### src/rtl/row_hist_pkg.sv
// Shared types and op-priority decode for the row history register.
// The decode function is also used by the verification scoreboard.
package row_hist_pkg;

  typedef enum logic [1:0] {
    OP_HOLD   = 2'd0,
    OP_ROTATE = 2'd1,
    OP_PUSH   = 2'd2,
    OP_CLEAR  = 2'd3
  } row_op_e;

  // clear > push > rotate > hold; rotate only counts once every row is valid.
  function automatic row_op_e decode_op(input logic clear,
                                        input logic push,
                                        input logic rotate,
                                        input logic full);
    row_op_e op;
    op = OP_HOLD;
    if (clear) begin
      op = OP_CLEAR;
    end else if (push) begin
      op = OP_PUSH;
    end else if (rotate && full) begin
      op = OP_ROTATE;
    end
    return op;
  endfunction

endpackage : row_hist_pkg

### src/rtl/row_entry.sv
// One WIDTH-bit row of the history with clear and load enable.
// Latency: 1 cycle from load/clear to q.
// Backpressure: none; always accepts the parent's next value.
module row_entry #(
  parameter int WIDTH = 11
) (
  input  logic             clk,
  input  logic             reset,
  input  logic             clear,
  input  logic             load,
  input  logic [WIDTH-1:0] d,
  output logic [WIDTH-1:0] q
);

  always_ff @(posedge clk or negedge reset) begin
    if (!reset) begin
      q <= '0;
    end else if (clear) begin
      q <= '0;
    end else if (load) begin
      q <= d;
    end
  end

endmodule : row_entry

### src/rtl/row_history_reg.sv
// Shift history of the last DEPTH grid rows with push, rotate and clear.
// Latency: 1 cycle from op to rows/count; rd_data is combinational.
// Backpressure: none; push when full discards the oldest row.
module row_history_reg
  import row_hist_pkg::*;
#(
  parameter int WIDTH = 11,
  parameter int DEPTH = 3
) (
  input  logic                       clk,
  input  logic                       reset,
  input  logic                       clear,
  input  logic                       push,
  input  logic                       rotate,
  input  logic [WIDTH-1:0]           d,
  output logic [DEPTH*WIDTH-1:0]     rows,
  output logic [$clog2(DEPTH+1)-1:0] count,
  output logic                       full,
  input  logic [$clog2(DEPTH)-1:0]   rd_idx,
  output logic [WIDTH-1:0]           rd_data
);

  localparam int CW = $clog2(DEPTH + 1);
  localparam int IW = $clog2(DEPTH);

  row_op_e          op;
  logic             shift_en;
  logic             clr_en;
  logic [WIDTH-1:0] entry [DEPTH];

  assign op       = decode_op(clear, push, rotate, full);
  assign shift_en = (op == OP_PUSH) || (op == OP_ROTATE);
  assign clr_en   = (op == OP_CLEAR);

  // Both push and rotate are the same shift; only the source of entry 0 differs.
  for (genvar g = 0; g < DEPTH; g++) begin : g_row
    logic [WIDTH-1:0] nxt;

    if (g == 0) begin : g_head
      assign nxt = (op == OP_PUSH) ? d : entry[DEPTH-1];
    end else begin : g_body
      assign nxt = entry[g-1];
    end

    row_entry #(
      .WIDTH (WIDTH)
    ) u_entry (
      .clk   (clk),
      .reset (reset),
      .clear (clr_en),
      .load  (shift_en),
      .d     (nxt),
      .q     (entry[g])
    );

    assign rows[g*WIDTH +: WIDTH] = entry[g];

    a_tail_zero: assert property (@(posedge clk) disable iff (!reset)
      (count <= CW'(g)) |-> (entry[g] == '0));
  end

  always_ff @(posedge clk or negedge reset) begin
    if (!reset) begin
      count <= '0;
    end else begin
      case (op)
        OP_CLEAR: count <= '0;
        OP_PUSH: begin
          if (count != CW'(DEPTH)) begin
            count <= count + CW'(1);
          end
        end
        default: count <= count;
      endcase
    end
  end

  assign full = (count == CW'(DEPTH));

  // Indices past DEPTH-1 (non-power-of-2 DEPTH) match no entry and read as 0.
  always_comb begin
    rd_data = '0;
    for (int i = 0; i < DEPTH; i++) begin
      if (rd_idx == IW'(i)) begin
        rd_data = entry[i];
      end
    end
  end

  a_count_range: assert property (@(posedge clk) disable iff (!reset)
    count <= CW'(DEPTH));

endmodule : row_history_reg

### config.mk
export PLATFORM = sky130hd
export DESIGN_NAME = row_history_reg
export DESIGN_NICKNAME = d
export VERILOG_FILES = /design/src/rtl/row_hist_pkg.sv /design/src/rtl/row_entry.sv /design/src/rtl/row_history_reg.sv
export SDC_FILE = /design/constraint.sdc
export NUM_CORES = 1
export LEC_CHECK = 0
export CAP_MARGIN = 30
export CORE_MARGIN = 2
export CORE_UTILIZATION = 41
export DETAILED_ROUTE_END_ITERATION = 10
export GPL_ROUTABILITY_DRIVEN = 0
export GPL_TIMING_DRIVEN = 0
export PLACE_DENSITY = 0.87
export SYNTH_ARGS = -nofsm -noshare
export SYNTH_HDL_FRONTEND = slang
export SYNTH_HIERARCHICAL = 1
export SYNTH_SLANG_ARGS = --single-unit
export TNS_END_PERCENT = 50
### constraint.sdc
create_clock -name clk -period 1.58 [get_ports clk]
set_input_delay 0.158 -clock clk [delete_from_list [all_inputs] [get_ports clk]]
set_output_delay 0.158 -clock clk [all_outputs]
set_load 0.05 [all_outputs]
==> impl_metrics.ini <==
[drt]
wl_per_cell_microns = 18.2
avgViaCountPerCell = 5.35
ant_nets = 0
drtPass1Iterations = 4
drc_errors = 0
drt_iter0_markers = 137
wirelength_microns = 5500
vias = 1621

[die]
die_area_sq_um = 5120
ios = 65
rows = 24
core_area_sq_um = 4380
die-width_microns = 71.6
die_h_microns = 71.6
initial_core_util = 0.427

[global_routing]
grt_pass1_wl_microns = 9070
track_usage = 0.237
grt_max_degree = 36
overflow = 0
antenna_found_initial = 0
grt_pass1_vias = 1680

[sta]
fin_worst_skew_ns = 0.00690
worst_pin_slew_ns = 0.773
fmax_ghz = 0.568
period_share = 1.11
period_needed_ns = 1.76
slew-limit-headroom = 0.485
fin_ws_ns = -0.179
final_hold_viol_count = 0
setup_violations = 34
rsz0062_at_grt = yes
slew_violations = 0

[setup_path]
path_class = input pin to flip-flop
start_kind = input pin
ff2ff_setup_slack_ns = -0.17
cp_data_arrival_time_ns = 1.92
path_max_fanout = 6
endpoint_kind = flip-flop
critPathRequiredTime_ns = 1.74

[power]
p_switching_mw = 0.731
switching_share = 0.327
leakage_nw = 1.58
power_mw = 2.23
ir_drop_mv = 0.427
comb_power_share = 0.285
p_int_mw = 1.50
clkPwrFrac = 0.281
power.density_nw_per_um2 = 786
power_frac_seq = 0.434

[run_status]
status = finished with violations
violations = setup timing

[cells_and_area]
drive_above_1_share = 0.267
final_cell_mix = mux2i_1 (39), nor2_1 (34), dlygate4sd2_1 (34)
fin_util = 0.648
syn_to_final_growth_pct = 51.9
fillCellCount = 330
final_common_cell = mux2i_1
diodes = 0
num-nets-final = 270

[logic_synthesis]
syn_area_sq_um = 1870
avgSynthCellArea_sq_um = 11.1
ys_warn_count = 6
synth_area_leaders = dfrtp_1 (47%), mux2i_1 (24%), mux2_4 (8.0%)
synthAdderAreaFrac = 0.0134
synth_top_area_share = 0.468
synth_top_area_cell = dfrtp_1
synth_top_family_by_area = multiplexers
synth.area.mux_share = 0.327
yosysSeqAreaShare = 0.468
ys_ff_latch = 35
synth_compound_area_frac = 0.0361
ys_types = 17
syn_inst = 168
synthSimpleGateAreaFrac = 0.115
synth_xor_area_frac = 0
synthesis.nets = 188

[hold_path]
hold_class = input pin to flip-flop

[cts]
clock_sinks = 35
htree_levels = 2
cts_root_buffer = clkbuf_8
path_clk_slew_ns = 0.07
worstSkewPairLatency_ns = 0.29
cts_buffer_depth = 2
cts_buffers = 5
cts_tree = yes

[place]
port_buffers = 64
dp_hpwl_microns = 3280

[job]
maxCapViolations = 0
## path summary, 6_finish.rpt
path / cells past startpoint / start / end
worst max register to register: 8 / count[0] / g_row[0].u_entry/q[10]
worst min register to register: 2 / g_row[1].u_entry/q[7] / g_row[2].u_entry/q[7]
max in group asynchronous: 2 / reset / count[0]
worst max-delay path: 7 / push / g_row[0].u_entry/q[10]
min in group asynchronous: 2 / reset / count[1]
worst min-delay path: 2 / clear / count[0]
## flip-flops by register name, indices dropped and copies added, names as in the netlist
register and flops:
count 2, g_row.u_entry/q 33
## area by class of cell
type | instances | area, sq um | share of cell area
buffer | 8 | 76.3 | 0.0268
clock buffer | 5 | 68.8 | 0.0242
clock inverter | 3 | 15.0 | 0.00528
sequential | 35 | 878 | 0.309
timing repair buffer | 77 | 733 | 0.258
tap | 52 | 65.1 | 0.0229
multi-input combinational | 123 | 1010 | 0.354
## power groups by stage
stage          sequential (mW)  clock [mW]  combinational, mW
3_5_place_dp             0.985           0              0.569
4_1_cts                  0.967       0.637              0.640
5_1_grt                  0.974       0.679              0.671
6_report                 0.969       0.628              0.638
3_3_place_gp             0.983           0              0.563
2_1_floorplan             1.10           0              0.255
## per-layer routing
layer	routed length [microns]	share of wire	GRT usage
met1	2280	0.41	0.303
met2	2720	0.49	0.398
met3	390	0.071	0.0534
met4	112	0.020	0.0755
met5	0	0	0
## Yosys cell counts, drive strengths merged
cell type  count
nand2         13
o21bai         1
a21oi          1
nand2b         1
or2            2
nor2b          2
nor2          34
mux2          11
buf            6
clkbuf         4
mux2i         45
o21ai         11
ha             2
dfrtp         35
## cells by family (layout without fill, tap and decap cells)
logic type / count (synthesis) / count (layout)
and+or+nand+nor: 52 / 52
muxes: 56 / 56
DFF: 35 / 35
AOI/OAI and AO/OA: 13 / 13
buffers and inverters: 10 / 93
adders and majority gates: 2 / 2
## critical path: stages
cell,delay [ns]
clkdlybuf4s50_1,0.52
or2_2,0.37
ha_4,0.35
buf_12,0.12
buf_16,0.12
mux2i_1,0.20
nor2_1,0.08
## metrics by stage
step	hold WS (ns)	cell area [sq um]	cells	worst slack (ns)	setup TNS [ns]
floorplan	-0.138	1900	168	-0.218	-7.65
finish	0.195	2840	303	-0.179	-2.77
CTS	0.508	2810	301	-0.152	-2.64
detailed placement	0.277	2600	284	-0.690	-18.99
global route	0.232	2840	303	-0.203	-4.21
global placement	0.549	2610	284	-0.646	-31.06
## repair_timing
| action | CTS | global route |
|---|---|---|
| setup endpoints to repair | 77 | 47 |
| pin swaps | 3 | 7 |
| cloned | 3 | 0 |
| gates resized for setup | 120 | 19 |
| endpoints found under the hold margin | 35 | 0 |
| hold buffers | 1 | 0 |
| buffers inserted | 5 | 5 |
No activity file was read; power rests on OpenSTA's default activity.
